`config.mk`:
```
export PLATFORM = sky130hd
export DESIGN_NAME = nasti_demux_flat
export DESIGN_NICKNAME = d
export VERILOG_FILES = /design/src/rtl/nasti_demux_pkg.sv /design/src/rtl/nasti_channel.sv /design/src/rtl/nasti_err_slave.sv /design/src/rtl/nasti_demux.sv /design/src/flat_wrapper.sv
export SDC_FILE = /design/constraint.sdc
export NUM_CORES = 1
export LEC_CHECK = 0
export CAP_MARGIN = 10
export CELL_PAD_IN_SITES_DETAIL_PLACEMENT = 0
export CELL_PAD_IN_SITES_GLOBAL_PLACEMENT = 1
export CORE_AREA = 4 4 524 526
export CTS_BUF_LIST = sky130_fd_sc_hd__clkbuf_8
export CTS_CLUSTER_DIAMETER = 80
export CTS_CLUSTER_SIZE = 12
export DETAILED_ROUTE_END_ITERATION = 10
export DIE_AREA = 0 0 528 530
export PLACE_DENSITY = 0.31
export SYNTH_ARGS = -nofsm -noshare
export SYNTH_HDL_FRONTEND = slang
export SYNTH_SLANG_ARGS = --single-unit
export TNS_END_PERCENT = 20
```
`constraint.sdc`:
```
create_clock -name clk -period 4.6 [get_ports clk]
set_input_delay 1.15 -clock clk [delete_from_list [all_inputs] [get_ports clk]]
set_output_delay 1.15 -clock clk [all_outputs]
set_load 0.1 [all_outputs]
```
`src/rtl/nasti_demux_pkg.sv`:
```
// Shared NASTI definitions: response codes, port-index encoding and error-slave states.
package nasti_demux_pkg;

    localparam int unsigned NASTI_PORTS = 8;
    localparam int unsigned N_SLV       = 4;

    localparam logic [1:0] RESP_OKAY   = 2'b00;
    localparam logic [1:0] RESP_DECERR = 2'b11;

    typedef logic [2:0] port_idx_t;
    localparam port_idx_t PORT_ES = 3'd7;

    typedef enum logic [1:0] {
        ES_IDLE,
        ES_WDRAIN,
        ES_WRESP,
        ES_RDATA
    } es_state_t;

endpackage

```
`src/rtl/nasti_channel.sv`:
```
// Bundle of NASTI channels, one lane per port index.
interface nasti_channel #(
    parameter int N_PORT     = 8,
    parameter int ID_WIDTH   = 1,
    parameter int ADDR_WIDTH = 8,
    parameter int DATA_WIDTH = 8,
    parameter int USER_WIDTH = 1
);
    localparam int STRB_W = (DATA_WIDTH + 7) / 8;

    logic [N_PORT-1:0][ID_WIDTH-1:0]   aw_id;
    logic [N_PORT-1:0][ADDR_WIDTH-1:0] aw_addr;
    logic [N_PORT-1:0][7:0]            aw_len;
    logic [N_PORT-1:0][2:0]            aw_size;
    logic [N_PORT-1:0][1:0]            aw_burst;
    logic [N_PORT-1:0][USER_WIDTH-1:0] aw_user;
    logic [N_PORT-1:0]                 aw_valid;
    logic [N_PORT-1:0]                 aw_ready;

    logic [N_PORT-1:0][DATA_WIDTH-1:0] w_data;
    logic [N_PORT-1:0][STRB_W-1:0]     w_strb;
    logic [N_PORT-1:0]                 w_last;
    logic [N_PORT-1:0][USER_WIDTH-1:0] w_user;
    logic [N_PORT-1:0]                 w_valid;
    logic [N_PORT-1:0]                 w_ready;

    logic [N_PORT-1:0][ID_WIDTH-1:0]   b_id;
    logic [N_PORT-1:0][1:0]            b_resp;
    logic [N_PORT-1:0][USER_WIDTH-1:0] b_user;
    logic [N_PORT-1:0]                 b_valid;
    logic [N_PORT-1:0]                 b_ready;

    logic [N_PORT-1:0][ID_WIDTH-1:0]   ar_id;
    logic [N_PORT-1:0][ADDR_WIDTH-1:0] ar_addr;
    logic [N_PORT-1:0][7:0]            ar_len;
    logic [N_PORT-1:0][2:0]            ar_size;
    logic [N_PORT-1:0][1:0]            ar_burst;
    logic [N_PORT-1:0][USER_WIDTH-1:0] ar_user;
    logic [N_PORT-1:0]                 ar_valid;
    logic [N_PORT-1:0]                 ar_ready;

    logic [N_PORT-1:0][ID_WIDTH-1:0]   r_id;
    logic [N_PORT-1:0][DATA_WIDTH-1:0] r_data;
    logic [N_PORT-1:0][1:0]            r_resp;
    logic [N_PORT-1:0]                 r_last;
    logic [N_PORT-1:0][USER_WIDTH-1:0] r_user;
    logic [N_PORT-1:0]                 r_valid;
    logic [N_PORT-1:0]                 r_ready;

    modport master (
        output aw_id, aw_addr, aw_len, aw_size, aw_burst, aw_user, aw_valid, input aw_ready,
        output w_data, w_strb, w_last, w_user, w_valid, input w_ready,
        input  b_id, b_resp, b_user, b_valid, output b_ready,
        output ar_id, ar_addr, ar_len, ar_size, ar_burst, ar_user, ar_valid, input ar_ready,
        input  r_id, r_data, r_resp, r_last, r_user, r_valid, output r_ready
    );

    modport slave (
        input  aw_id, aw_addr, aw_len, aw_size, aw_burst, aw_user, aw_valid, output aw_ready,
        input  w_data, w_strb, w_last, w_user, w_valid, output w_ready,
        output b_id, b_resp, b_user, b_valid, input b_ready,
        input  ar_id, ar_addr, ar_len, ar_size, ar_burst, ar_user, ar_valid, output ar_ready,
        output r_id, r_data, r_resp, r_last, r_user, r_valid, input r_ready
    );

endinterface

```
`src/rtl/nasti_err_slave.sv`:
```
// Default target for unmapped addresses: drains writes and answers every burst with DECERR.
module nasti_err_slave
    import nasti_demux_pkg::*;
#(
    parameter int unsigned ID_WIDTH   = 1,
    parameter int unsigned DATA_WIDTH = 8,
    parameter int unsigned LITE_MODE  = 0
) (
    input  logic                  clk,
    input  logic                  rstn,
    input  logic                  i_aw_valid,
    output logic                  o_aw_ready,
    input  logic [ID_WIDTH-1:0]   i_aw_id,
    input  logic                  i_w_valid,
    output logic                  o_w_ready,
    input  logic                  i_w_last,
    output logic                  o_b_valid,
    input  logic                  i_b_ready,
    output logic [ID_WIDTH-1:0]   o_b_id,
    output logic [1:0]            o_b_resp,
    input  logic                  i_ar_valid,
    output logic                  o_ar_ready,
    input  logic [ID_WIDTH-1:0]   i_ar_id,
    input  logic [7:0]            i_ar_len,
    output logic                  o_r_valid,
    input  logic                  i_r_ready,
    output logic [ID_WIDTH-1:0]   o_r_id,
    output logic [DATA_WIDTH-1:0] o_r_data,
    output logic [1:0]            o_r_resp,
    output logic                  o_r_last
);

    // Write and read sides each run their own copy of the state machine.
    es_state_t r_wst, w_wst_nxt;
    es_state_t r_rst, w_rst_nxt;
    logic [ID_WIDTH-1:0] r_bid, r_rid;
    logic [7:0]          r_rlen, r_rbeat;

    always_ff @(posedge clk or negedge rstn) begin
        if (!rstn) begin
            r_wst   <= ES_IDLE;
            r_rst   <= ES_IDLE;
            r_bid   <= '0;
            r_rid   <= '0;
            r_rlen  <= '0;
            r_rbeat <= '0;
        end else begin
            r_wst <= w_wst_nxt;
            r_rst <= w_rst_nxt;
            if (i_aw_valid && o_aw_ready)
                r_bid <= i_aw_id;
            if (i_ar_valid && o_ar_ready) begin
                r_rid   <= i_ar_id;
                r_rlen  <= i_ar_len;
                r_rbeat <= '0;
            end else if (o_r_valid && i_r_ready) begin
                r_rbeat <= r_rbeat + 8'd1;
            end
        end
    end

    always_comb begin
        w_wst_nxt  = r_wst;
        o_aw_ready = 1'b0;
        o_w_ready  = 1'b0;
        o_b_valid  = 1'b0;
        case (r_wst)
            ES_IDLE: begin
                o_aw_ready = 1'b1;
                if (i_aw_valid) w_wst_nxt = ES_WDRAIN;
            end
            ES_WDRAIN: begin
                o_w_ready = 1'b1;
                if (i_w_valid && (LITE_MODE != 0 || i_w_last)) w_wst_nxt = ES_WRESP;
            end
            ES_WRESP: begin
                o_b_valid = 1'b1;
                if (i_b_ready) w_wst_nxt = ES_IDLE;
            end
            default: w_wst_nxt = ES_IDLE;
        endcase
    end

    always_comb begin
        w_rst_nxt  = r_rst;
        o_ar_ready = 1'b0;
        o_r_valid  = 1'b0;
        o_r_last   = 1'b0;
        case (r_rst)
            ES_IDLE: begin
                o_ar_ready = 1'b1;
                if (i_ar_valid) w_rst_nxt = ES_RDATA;
            end
            ES_RDATA: begin
                o_r_valid = 1'b1;
                o_r_last  = (r_rbeat == r_rlen);
                if (i_r_ready && o_r_last) w_rst_nxt = ES_IDLE;
            end
            default: w_rst_nxt = ES_IDLE;
        endcase
    end

    assign o_b_id   = r_bid;
    assign o_b_resp = RESP_DECERR;
    assign o_r_id   = r_rid;
    assign o_r_data = '0;
    assign o_r_resp = RESP_DECERR;

endmodule

```
`src/rtl/nasti_demux.sv`:
```
// One-to-four NASTI address demultiplexer; unmapped addresses go to an internal error slave.
module nasti_demux
    import nasti_demux_pkg::*;
#(
    parameter int unsigned           ID_WIDTH   = 1,
    parameter int unsigned           ADDR_WIDTH = 8,
    parameter int unsigned           DATA_WIDTH = 8,
    parameter int unsigned           USER_WIDTH = 1,
    parameter int unsigned           LITE_MODE  = 0,
    parameter int unsigned           OUT_MAX    = 4,
    parameter logic [ADDR_WIDTH-1:0] BASE0 = '0,
    parameter logic [ADDR_WIDTH-1:0] BASE1 = '0,
    parameter logic [ADDR_WIDTH-1:0] BASE2 = '0,
    parameter logic [ADDR_WIDTH-1:0] BASE3 = '0,
    parameter logic [ADDR_WIDTH-1:0] MASK0 = '0,
    parameter logic [ADDR_WIDTH-1:0] MASK1 = '0,
    parameter logic [ADDR_WIDTH-1:0] MASK2 = '0,
    parameter logic [ADDR_WIDTH-1:0] MASK3 = '0
) (
    input logic          clk,
    input logic          rstn,
    nasti_channel.slave  master,
    nasti_channel.master slave
);

    localparam int unsigned CW = $clog2(OUT_MAX + 1);
    localparam logic [CW-1:0] C_MAX = CW'(OUT_MAX);
    localparam logic [N_SLV-1:0][ADDR_WIDTH-1:0] BASES = {BASE3, BASE2, BASE1, BASE0};
    localparam logic [N_SLV-1:0][ADDR_WIDTH-1:0] MASKS = {MASK3, MASK2, MASK1, MASK0};

    function automatic port_idx_t f_decode(input logic [ADDR_WIDTH-1:0] addr);
        port_idx_t sel = PORT_ES;
        // Scan downwards so the lowest matching window wins.
        for (int unsigned i = N_SLV; i > 0; i--)
            if ((addr & MASKS[i-1]) == BASES[i-1]) sel = port_idx_t'(i-1);
        return sel;
    endfunction

    logic [CW-1:0] r_wcnt, r_rcnt;
    port_idx_t     r_wown, r_rown, r_wport;
    logic          r_wlock;

    port_idx_t w_aw_port, w_ar_port;
    logic      w_aw_go, w_ar_go, w_b_en, w_r_en;
    logic      w_aw_hs, w_w_hs, w_b_hs, w_ar_hs, w_r_end;

    logic                  w_es_aw_valid, w_es_aw_ready, w_es_w_valid, w_es_w_ready;
    logic                  w_es_b_valid, w_es_b_ready, w_es_ar_valid, w_es_ar_ready;
    logic                  w_es_r_valid, w_es_r_ready, w_es_r_last;
    logic [ID_WIDTH-1:0]   w_es_b_id, w_es_r_id;
    logic [1:0]            w_es_b_resp, w_es_r_resp;
    logic [DATA_WIDTH-1:0] w_es_r_data;

    assign w_aw_port = f_decode(master.aw_addr[0]);
    assign w_ar_port = f_decode(master.ar_addr[0]);

    // A new burst may only join the current owner so responses stay in order.
    assign w_aw_go = rstn && !r_wlock && (r_wcnt != C_MAX)
                   && !((r_wcnt != '0) && (w_aw_port != r_wown));
    assign w_ar_go = rstn && (r_rcnt != C_MAX)
                   && !((r_rcnt != '0) && (w_ar_port != r_rown));
    assign w_b_en  = (r_wcnt != '0);
    assign w_r_en  = (r_rcnt != '0);

    assign w_aw_hs = master.aw_valid[0] && master.aw_ready[0];
    assign w_w_hs  = master.w_valid[0] && master.w_ready[0];
    assign w_b_hs  = master.b_valid[0] && master.b_ready[0];
    assign w_ar_hs = master.ar_valid[0] && master.ar_ready[0];
    assign w_r_end = master.r_valid[0] && master.r_ready[0] && master.r_last[0];

    always_comb begin
        slave.aw_id = '0; slave.aw_addr = '0; slave.aw_len = '0; slave.aw_size = '0;
        slave.aw_burst = '0; slave.aw_user = '0; slave.aw_valid = '0;
        slave.ar_id = '0; slave.ar_addr = '0; slave.ar_len = '0; slave.ar_size = '0;
        slave.ar_burst = '0; slave.ar_user = '0; slave.ar_valid = '0;
        slave.w_data = '0; slave.w_strb = '0; slave.w_last = '0; slave.w_user = '0;
        slave.w_valid = '0; slave.b_ready = '0; slave.r_ready = '0;
        for (int unsigned i = 0; i < N_SLV; i++) begin
            slave.aw_id[i]    = master.aw_id[0];
            slave.aw_addr[i]  = master.aw_addr[0];
            slave.aw_len[i]   = master.aw_len[0];
            slave.aw_size[i]  = master.aw_size[0];
            slave.aw_burst[i] = master.aw_burst[0];
            slave.aw_user[i]  = master.aw_user[0];
            slave.aw_valid[i] = master.aw_valid[0] && w_aw_go && (w_aw_port == port_idx_t'(i));
            slave.ar_id[i]    = master.ar_id[0];
            slave.ar_addr[i]  = master.ar_addr[0];
            slave.ar_len[i]   = master.ar_len[0];
            slave.ar_size[i]  = master.ar_size[0];
            slave.ar_burst[i] = master.ar_burst[0];
            slave.ar_user[i]  = master.ar_user[0];
            slave.ar_valid[i] = master.ar_valid[0] && w_ar_go && (w_ar_port == port_idx_t'(i));
            slave.w_data[i]   = master.w_data[0];
            slave.w_strb[i]   = master.w_strb[0];
            slave.w_last[i]   = master.w_last[0];
            slave.w_user[i]   = master.w_user[0];
            slave.w_valid[i]  = master.w_valid[0] && r_wlock && (r_wport == port_idx_t'(i));
            slave.b_ready[i]  = master.b_ready[0] && w_b_en && (r_wown == port_idx_t'(i));
            slave.r_ready[i]  = master.r_ready[0] && w_r_en && (r_rown == port_idx_t'(i));
        end
        w_es_aw_valid = master.aw_valid[0] && w_aw_go && (w_aw_port == PORT_ES);
        w_es_ar_valid = master.ar_valid[0] && w_ar_go && (w_ar_port == PORT_ES);
        w_es_w_valid  = master.w_valid[0] && r_wlock && (r_wport == PORT_ES);
        w_es_b_ready  = master.b_ready[0] && w_b_en && (r_wown == PORT_ES);
        w_es_r_ready  = master.r_ready[0] && w_r_en && (r_rown == PORT_ES);
    end

    always_comb begin
        master.aw_ready = '0; master.w_ready = '0; master.ar_ready = '0;
        master.b_id = '0; master.b_resp = '0; master.b_user = '0; master.b_valid = '0;
        master.r_id = '0; master.r_data = '0; master.r_resp = '0; master.r_last = '0;
        master.r_user = '0; master.r_valid = '0;
        master.aw_ready[0] = w_aw_go && ((w_aw_port == PORT_ES) ? w_es_aw_ready : slave.aw_ready[w_aw_port]);
        master.ar_ready[0] = w_ar_go && ((w_ar_port == PORT_ES) ? w_es_ar_ready : slave.ar_ready[w_ar_port]);
        master.w_ready[0]  = r_wlock && ((r_wport == PORT_ES) ? w_es_w_ready : slave.w_ready[r_wport]);
        if (r_wown == PORT_ES) begin
            master.b_valid[0] = w_b_en && w_es_b_valid;
            master.b_id[0]    = w_es_b_id;
            master.b_resp[0]  = w_es_b_resp;
        end else begin
            master.b_valid[0] = w_b_en && slave.b_valid[r_wown];
            master.b_id[0]    = slave.b_id[r_wown];
            master.b_resp[0]  = slave.b_resp[r_wown];
            master.b_user[0]  = slave.b_user[r_wown];
        end
        if (r_rown == PORT_ES) begin
            master.r_valid[0] = w_r_en && w_es_r_valid;
            master.r_id[0]    = w_es_r_id;
            master.r_data[0]  = w_es_r_data;
            master.r_resp[0]  = w_es_r_resp;
            master.r_last[0]  = w_es_r_last;
        end else begin
            master.r_valid[0] = w_r_en && slave.r_valid[r_rown];
            master.r_id[0]    = slave.r_id[r_rown];
            master.r_data[0]  = slave.r_data[r_rown];
            master.r_resp[0]  = slave.r_resp[r_rown];
            master.r_last[0]  = slave.r_last[r_rown];
            master.r_user[0]  = slave.r_user[r_rown];
        end
    end

    always_ff @(posedge clk or negedge rstn) begin
        if (!rstn) begin
            r_wcnt  <= '0;
            r_rcnt  <= '0;
            r_wown  <= '0;
            r_rown  <= '0;
            r_wport <= '0;
            r_wlock <= 1'b0;
        end else begin
            if (w_aw_hs) begin
                r_wlock <= 1'b1;
                r_wport <= w_aw_port;
                r_wown  <= w_aw_port;
            end else if (w_w_hs && (LITE_MODE != 0 || master.w_last[0])) begin
                r_wlock <= 1'b0;
            end
            if (w_ar_hs)
                r_rown <= w_ar_port;
            case ({w_aw_hs, w_b_hs})
                2'b10:   r_wcnt <= r_wcnt + CW'(1);
                2'b01:   r_wcnt <= r_wcnt - CW'(1);
                default: r_wcnt <= r_wcnt;
            endcase
            case ({w_ar_hs, w_r_end})
                2'b10:   r_rcnt <= r_rcnt + CW'(1);
                2'b01:   r_rcnt <= r_rcnt - CW'(1);
                default: r_rcnt <= r_rcnt;
            endcase
        end
    end

    nasti_err_slave #(
        .ID_WIDTH   (ID_WIDTH),
        .DATA_WIDTH (DATA_WIDTH),
        .LITE_MODE  (LITE_MODE)
    ) u_es (
        .clk        (clk),
        .rstn       (rstn),
        .i_aw_valid (w_es_aw_valid),
        .o_aw_ready (w_es_aw_ready),
        .i_aw_id    (master.aw_id[0]),
        .i_w_valid  (w_es_w_valid),
        .o_w_ready  (w_es_w_ready),
        .i_w_last   (master.w_last[0]),
        .o_b_valid  (w_es_b_valid),
        .i_b_ready  (w_es_b_ready),
        .o_b_id     (w_es_b_id),
        .o_b_resp   (w_es_b_resp),
        .i_ar_valid (w_es_ar_valid),
        .o_ar_ready (w_es_ar_ready),
        .i_ar_id    (master.ar_id[0]),
        .i_ar_len   (master.ar_len[0]),
        .o_r_valid  (w_es_r_valid),
        .i_r_ready  (w_es_r_ready),
        .o_r_id     (w_es_r_id),
        .o_r_data   (w_es_r_data),
        .o_r_resp   (w_es_r_resp),
        .o_r_last   (w_es_r_last)
    );

    logic w_unused;
    assign w_unused = ^{master.aw_valid[NASTI_PORTS-1:1], master.w_valid[NASTI_PORTS-1:1],
                        master.b_ready[NASTI_PORTS-1:1], master.ar_valid[NASTI_PORTS-1:1],
                        master.r_ready[NASTI_PORTS-1:1]};

endmodule

```
`src/flat_wrapper.sv`:
```
// flat-port wrapper written by rule: the top's interface ports become plain ports
module nasti_demux_flat import nasti_demux_pkg::*;
#(
    parameter int unsigned           ID_WIDTH   = 1,
    parameter int unsigned           ADDR_WIDTH = 8,
    parameter int unsigned           DATA_WIDTH = 8,
    parameter int unsigned           USER_WIDTH = 1,
    parameter int unsigned           LITE_MODE  = 0,
    parameter int unsigned           OUT_MAX    = 4,
    parameter logic [ADDR_WIDTH-1:0] BASE0 = '0,
    parameter logic [ADDR_WIDTH-1:0] BASE1 = '0,
    parameter logic [ADDR_WIDTH-1:0] BASE2 = '0,
    parameter logic [ADDR_WIDTH-1:0] BASE3 = '0,
    parameter logic [ADDR_WIDTH-1:0] MASK0 = '0,
    parameter logic [ADDR_WIDTH-1:0] MASK1 = '0,
    parameter logic [ADDR_WIDTH-1:0] MASK2 = '0,
    parameter logic [ADDR_WIDTH-1:0] MASK3 = '0
)
  (clk, rstn, master_aw_id, master_aw_addr, master_aw_len, master_aw_size, master_aw_burst, master_aw_user, master_aw_valid, master_aw_ready, master_w_data, master_w_strb, master_w_last, master_w_user, master_w_valid, master_w_ready, master_b_id, master_b_resp, master_b_user, master_b_valid, master_b_ready, master_ar_id, master_ar_addr, master_ar_len, master_ar_size, master_ar_burst, master_ar_user, master_ar_valid, master_ar_ready, master_r_id, master_r_data, master_r_resp, master_r_last, master_r_user, master_r_valid, master_r_ready, slave_aw_id, slave_aw_addr, slave_aw_len, slave_aw_size, slave_aw_burst, slave_aw_user, slave_aw_valid, slave_aw_ready, slave_w_data, slave_w_strb, slave_w_last, slave_w_user, slave_w_valid, slave_w_ready, slave_b_id, slave_b_resp, slave_b_user, slave_b_valid, slave_b_ready, slave_ar_id, slave_ar_addr, slave_ar_len, slave_ar_size, slave_ar_burst, slave_ar_user, slave_ar_valid, slave_ar_ready, slave_r_id, slave_r_data, slave_r_resp, slave_r_last, slave_r_user, slave_r_valid, slave_r_ready);
  nasti_channel #(.N_PORT(8), .ID_WIDTH(ID_WIDTH), .ADDR_WIDTH(ADDR_WIDTH), .DATA_WIDTH(DATA_WIDTH), .USER_WIDTH(USER_WIDTH)) master_i ();
  nasti_channel #(.N_PORT(8), .ID_WIDTH(ID_WIDTH), .ADDR_WIDTH(ADDR_WIDTH), .DATA_WIDTH(DATA_WIDTH), .USER_WIDTH(USER_WIDTH)) slave_i ();
  input logic clk;
  input logic rstn;
  input wire logic [$bits(master_i.aw_id)-1:0] master_aw_id;
  input wire logic [$bits(master_i.aw_addr)-1:0] master_aw_addr;
  input wire logic [$bits(master_i.aw_len)-1:0] master_aw_len;
  input wire logic [$bits(master_i.aw_size)-1:0] master_aw_size;
  input wire logic [$bits(master_i.aw_burst)-1:0] master_aw_burst;
  input wire logic [$bits(master_i.aw_user)-1:0] master_aw_user;
  input wire logic [$bits(master_i.aw_valid)-1:0] master_aw_valid;
  output wire logic [$bits(master_i.aw_ready)-1:0] master_aw_ready;
  input wire logic [$bits(master_i.w_data)-1:0] master_w_data;
  input wire logic [$bits(master_i.w_strb)-1:0] master_w_strb;
  input wire logic [$bits(master_i.w_last)-1:0] master_w_last;
  input wire logic [$bits(master_i.w_user)-1:0] master_w_user;
  input wire logic [$bits(master_i.w_valid)-1:0] master_w_valid;
  output wire logic [$bits(master_i.w_ready)-1:0] master_w_ready;
  output wire logic [$bits(master_i.b_id)-1:0] master_b_id;
  output wire logic [$bits(master_i.b_resp)-1:0] master_b_resp;
  output wire logic [$bits(master_i.b_user)-1:0] master_b_user;
  output wire logic [$bits(master_i.b_valid)-1:0] master_b_valid;
  input wire logic [$bits(master_i.b_ready)-1:0] master_b_ready;
  input wire logic [$bits(master_i.ar_id)-1:0] master_ar_id;
  input wire logic [$bits(master_i.ar_addr)-1:0] master_ar_addr;
  input wire logic [$bits(master_i.ar_len)-1:0] master_ar_len;
  input wire logic [$bits(master_i.ar_size)-1:0] master_ar_size;
  input wire logic [$bits(master_i.ar_burst)-1:0] master_ar_burst;
  input wire logic [$bits(master_i.ar_user)-1:0] master_ar_user;
  input wire logic [$bits(master_i.ar_valid)-1:0] master_ar_valid;
  output wire logic [$bits(master_i.ar_ready)-1:0] master_ar_ready;
  output wire logic [$bits(master_i.r_id)-1:0] master_r_id;
  output wire logic [$bits(master_i.r_data)-1:0] master_r_data;
  output wire logic [$bits(master_i.r_resp)-1:0] master_r_resp;
  output wire logic [$bits(master_i.r_last)-1:0] master_r_last;
  output wire logic [$bits(master_i.r_user)-1:0] master_r_user;
  output wire logic [$bits(master_i.r_valid)-1:0] master_r_valid;
  input wire logic [$bits(master_i.r_ready)-1:0] master_r_ready;
  output wire logic [$bits(slave_i.aw_id)-1:0] slave_aw_id;
  output wire logic [$bits(slave_i.aw_addr)-1:0] slave_aw_addr;
  output wire logic [$bits(slave_i.aw_len)-1:0] slave_aw_len;
  output wire logic [$bits(slave_i.aw_size)-1:0] slave_aw_size;
  output wire logic [$bits(slave_i.aw_burst)-1:0] slave_aw_burst;
  output wire logic [$bits(slave_i.aw_user)-1:0] slave_aw_user;
  output wire logic [$bits(slave_i.aw_valid)-1:0] slave_aw_valid;
  input wire logic [$bits(slave_i.aw_ready)-1:0] slave_aw_ready;
  output wire logic [$bits(slave_i.w_data)-1:0] slave_w_data;
  output wire logic [$bits(slave_i.w_strb)-1:0] slave_w_strb;
  output wire logic [$bits(slave_i.w_last)-1:0] slave_w_last;
  output wire logic [$bits(slave_i.w_user)-1:0] slave_w_user;
  output wire logic [$bits(slave_i.w_valid)-1:0] slave_w_valid;
  input wire logic [$bits(slave_i.w_ready)-1:0] slave_w_ready;
  input wire logic [$bits(slave_i.b_id)-1:0] slave_b_id;
  input wire logic [$bits(slave_i.b_resp)-1:0] slave_b_resp;
  input wire logic [$bits(slave_i.b_user)-1:0] slave_b_user;
  input wire logic [$bits(slave_i.b_valid)-1:0] slave_b_valid;
  output wire logic [$bits(slave_i.b_ready)-1:0] slave_b_ready;
  output wire logic [$bits(slave_i.ar_id)-1:0] slave_ar_id;
  output wire logic [$bits(slave_i.ar_addr)-1:0] slave_ar_addr;
  output wire logic [$bits(slave_i.ar_len)-1:0] slave_ar_len;
  output wire logic [$bits(slave_i.ar_size)-1:0] slave_ar_size;
  output wire logic [$bits(slave_i.ar_burst)-1:0] slave_ar_burst;
  output wire logic [$bits(slave_i.ar_user)-1:0] slave_ar_user;
  output wire logic [$bits(slave_i.ar_valid)-1:0] slave_ar_valid;
  input wire logic [$bits(slave_i.ar_ready)-1:0] slave_ar_ready;
  input wire logic [$bits(slave_i.r_id)-1:0] slave_r_id;
  input wire logic [$bits(slave_i.r_data)-1:0] slave_r_data;
  input wire logic [$bits(slave_i.r_resp)-1:0] slave_r_resp;
  input wire logic [$bits(slave_i.r_last)-1:0] slave_r_last;
  input wire logic [$bits(slave_i.r_user)-1:0] slave_r_user;
  input wire logic [$bits(slave_i.r_valid)-1:0] slave_r_valid;
  output wire logic [$bits(slave_i.r_ready)-1:0] slave_r_ready;
  assign master_i.aw_id = master_aw_id;
  assign master_i.aw_addr = master_aw_addr;
  assign master_i.aw_len = master_aw_len;
  assign master_i.aw_size = master_aw_size;
  assign master_i.aw_burst = master_aw_burst;
  assign master_i.aw_user = master_aw_user;
  assign master_i.aw_valid = master_aw_valid;
  assign master_aw_ready = master_i.aw_ready;
  assign master_i.w_data = master_w_data;
  assign master_i.w_strb = master_w_strb;
  assign master_i.w_last = master_w_last;
  assign master_i.w_user = master_w_user;
  assign master_i.w_valid = master_w_valid;
  assign master_w_ready = master_i.w_ready;
  assign master_b_id = master_i.b_id;
  assign master_b_resp = master_i.b_resp;
  assign master_b_user = master_i.b_user;
  assign master_b_valid = master_i.b_valid;
  assign master_i.b_ready = master_b_ready;
  assign master_i.ar_id = master_ar_id;
  assign master_i.ar_addr = master_ar_addr;
  assign master_i.ar_len = master_ar_len;
  assign master_i.ar_size = master_ar_size;
  assign master_i.ar_burst = master_ar_burst;
  assign master_i.ar_user = master_ar_user;
  assign master_i.ar_valid = master_ar_valid;
  assign master_ar_ready = master_i.ar_ready;
  assign master_r_id = master_i.r_id;
  assign master_r_data = master_i.r_data;
  assign master_r_resp = master_i.r_resp;
  assign master_r_last = master_i.r_last;
  assign master_r_user = master_i.r_user;
  assign master_r_valid = master_i.r_valid;
  assign master_i.r_ready = master_r_ready;
  assign slave_aw_id = slave_i.aw_id;
  assign slave_aw_addr = slave_i.aw_addr;
  assign slave_aw_len = slave_i.aw_len;
  assign slave_aw_size = slave_i.aw_size;
  assign slave_aw_burst = slave_i.aw_burst;
  assign slave_aw_user = slave_i.aw_user;
  assign slave_aw_valid = slave_i.aw_valid;
  assign slave_i.aw_ready = slave_aw_ready;
  assign slave_w_data = slave_i.w_data;
  assign slave_w_strb = slave_i.w_strb;
  assign slave_w_last = slave_i.w_last;
  assign slave_w_user = slave_i.w_user;
  assign slave_w_valid = slave_i.w_valid;
  assign slave_i.w_ready = slave_w_ready;
  assign slave_i.b_id = slave_b_id;
  assign slave_i.b_resp = slave_b_resp;
  assign slave_i.b_user = slave_b_user;
  assign slave_i.b_valid = slave_b_valid;
  assign slave_b_ready = slave_i.b_ready;
  assign slave_ar_id = slave_i.ar_id;
  assign slave_ar_addr = slave_i.ar_addr;
  assign slave_ar_len = slave_i.ar_len;
  assign slave_ar_size = slave_i.ar_size;
  assign slave_ar_burst = slave_i.ar_burst;
  assign slave_ar_user = slave_i.ar_user;
  assign slave_ar_valid = slave_i.ar_valid;
  assign slave_i.ar_ready = slave_ar_ready;
  assign slave_i.r_id = slave_r_id;
  assign slave_i.r_data = slave_r_data;
  assign slave_i.r_resp = slave_r_resp;
  assign slave_i.r_last = slave_r_last;
  assign slave_i.r_user = slave_r_user;
  assign slave_i.r_valid = slave_r_valid;
  assign slave_r_ready = slave_i.r_ready;
  nasti_demux #(.ID_WIDTH(ID_WIDTH), .ADDR_WIDTH(ADDR_WIDTH), .DATA_WIDTH(DATA_WIDTH), .USER_WIDTH(USER_WIDTH), .LITE_MODE(LITE_MODE), .OUT_MAX(OUT_MAX), .BASE0(BASE0), .BASE1(BASE1), .BASE2(BASE2), .BASE3(BASE3), .MASK0(MASK0), .MASK1(MASK1), .MASK2(MASK2), .MASK3(MASK3)) u_core (.clk(clk), .rstn(rstn), .master(master_i), .slave(slave_i));
endmodule
```
==> reports/results.tsv <==
metric	value	unit
routed_wl	21900	µm
crit_buf_inv	3	
port_buffers	28	
synthXorXnorAreaFrac	0.964	%
dp_hpwl	21100	µm
crit_family	buffers and inverters	
syn_inst	713	
p_leak	1.74	nW
drt_iter0_markers	23	
detail-route-antenna-nets	0	
drc_errors	0	
cts.path.max_buffers	2	
hp-class	flop to flop	
tns	0	ps
synth_seq_area_share	3.21	%
yosysMostFrequentCell	buf_4	
hold_violations	0	
synth_top_family_by_area	buffers and inverters	
path_cells	clkdlybuf4s50_1, inv_1, a311oi_2, and2_2, buf_12	
seq_area	175	µm²
worstPathRequired	3450	ps
hold_buffers	0	
dieWidth	528	µm
first_pass_iters	4	
maxSlewViolCount	0	
synth_mux_area_share	0	%
cts.sinks	7	
synth_commonest_cells	buf_4 (662), dfrtp_1 (7), inv_1 (6)	
routedWlPerCell	5.38	µm
ios	1346	
clk_pin_slew	40	ps
total_power	2.08	mW
finClkSkew	7.30	ps
worstSetupPathType	input pin to output pin	
peakVddDrop	0.0784	mV
fp.dieH	530	µm
yosys.area.top_type_share	91.1	%
n_antenna_cell	0	
antenna_found_initial	5	
cts_root_buf	clkbuf_8	
routed-via-count	1888	
yosys.area_share.simple	2.16	%
multi_input_area	1840	µm²
synth-seq-cells	7	
synth_area_per_cell	7.65	µm²
synth-compound-area-share	0.780	%
crit_fanout	4	
gp_congestion	0.505	
crit_path_end_kind	output pin	
ys_types	21	
start_util	2.02	%
syn_to_final_growth	25.7	%
final_net_count	1179	
first_global_vias	1316	
cts_resized	0	
final-instance-count-excl-fill	4070	
netlist_area	5450	µm²
maxCapViolations	0	
htree_levels	1	
status	complete, no violations	
dp_cells	4066	
core	270000	µm²
cts_tree	done	
cp-start-kind	input pin	
synthAdderAreaFrac	1.19	%
overflow	0	
tightest_slew	620	ps
row_count	191	
dieArea	280000	µm²
post-route-period-util	79.3	%
fin_crit	3650	ps
finalSetupViolations	0	
cpPeakStageDelay	480	ps
arrival	2500	ps
insertion_delay	220	ps
synthFlopType	dfrtp_1	
grt_use_total	1.35	%
max_freq	274	MHz
drive_above_1_share	4.80	%
post_cts_buffers	0	
ys_warn_count	0	
grt_pass1_wl	22400	µm
synth_area_leaders	buf_4 (91%), dfrtp_1 (3.2%), fa_1 (0.73%)	
hold_slack	503	ps
p_per_area	303	nW/µm²
nFillCells	32300	
async_flop_share	100	%
synth-edff-count	0	
drt-vias-per-instance	0.464	
crit_slowest_cell	clkdlybuf4s50_1	
relSlewSlack	58.5	%
synth_top_cell_by_area	buf_4	
cts_buffers	3	
grt_setup_unrepaired	false	
grt_max_degree	8	
utilization	2.54	%
## layout by cell type (no fill, tap or decap), drive strengths merged
cell type and instances:
conb 417, buf 16, clkdlybuf4s50 13, inv 8, dfrtp 7, and2 7, nor2b 4, xor2 4
nand3 3, clkbuf 3, nor3 2, xnor2 2, nand2 2, o21ai 2, nor2 2, fa 2
ha 2, a311oi 1, a31oi 1, and3 1, a32o 1
## registers in the layout, summed over array words and instances, names as in the netlist
| name | count |
|---|---|
| u_core.r_rcnt | 3 |
| u_core.r_wcnt | 3 |
| u_core.r_wlock | 1 |
## per-layer routing
metal / up-vias / track usage, % / part of all wire (%) / wire length, µm
met5: - / 0 / 0.069 / 15
met4: 4 / 1.49 / 11 / 2330
met3: 121 / 2.27 / 40 / 8720
met2: 477 / 2.13 / 45 / 9760
met1: 641 / 0.220 / 4.9 / 1070
li1: 645 / - / - / -
## path summary, 6_finish.rpt
kind,startpoint,to,slack (ps),depth (start not counted)
min,u_core.r_rcnt[2],u_core.r_rcnt[2],500,1
min in group asynchronous,rstn,u_core.r_wcnt[1],1240,2
max,rstn,master_aw_ready[0],950,5
min reg2reg,u_core.r_rcnt[2],u_core.r_rcnt[2],500,1
max in group asynchronous,rstn,u_core.r_wcnt[0],3230,2
max reg2reg,u_core.r_wcnt[2],u_core.r_wcnt[2],2570,9
## report_power, final
part / switching [mW] / total (mW) / internal, mW
registers: 0.0287 / 0.122 / 0.0930
logic: 1.77 / 1.88 / 0.110
clock network: 0.0252 / 0.0828 / 0.0576
## layout make-up
| cell class | instances | share of cell area (%) |
|---|---|---|
| multi-input combinational | 453 | 26.9 |
| clock buffer | 3 | 0.602 |
| tap | 3570 | 65.1 |
| timing repair buffer | 29 | 4.38 |
| inverter | 7 | 0.383 |
| clock inverter | 1 | 0.0547 |
| sequential | 7 | 2.55 |
## metrics by stage
| stage | area [µm²] | setup slack [ps] |
|---|---|---|
| 2_1_floorplan | 7010 | 739 |
| 3_3_place_gp | 6810 | 819 |
| 3_5_place_dp | 6810 | 805 |
| 4_1_cts | 6860 | 805 |
| 5_1_grt | 6860 | 842 |
| 6_report | 6860 | 954 |
## cell families after synthesis
group | after synthesis
buf+inv | 669
simple gates | 21
flops | 7
xor+xnor | 6
compound gates | 5
fa+ha+maj | 4
other cells | 1
Power figures use the tool's default switching activity.
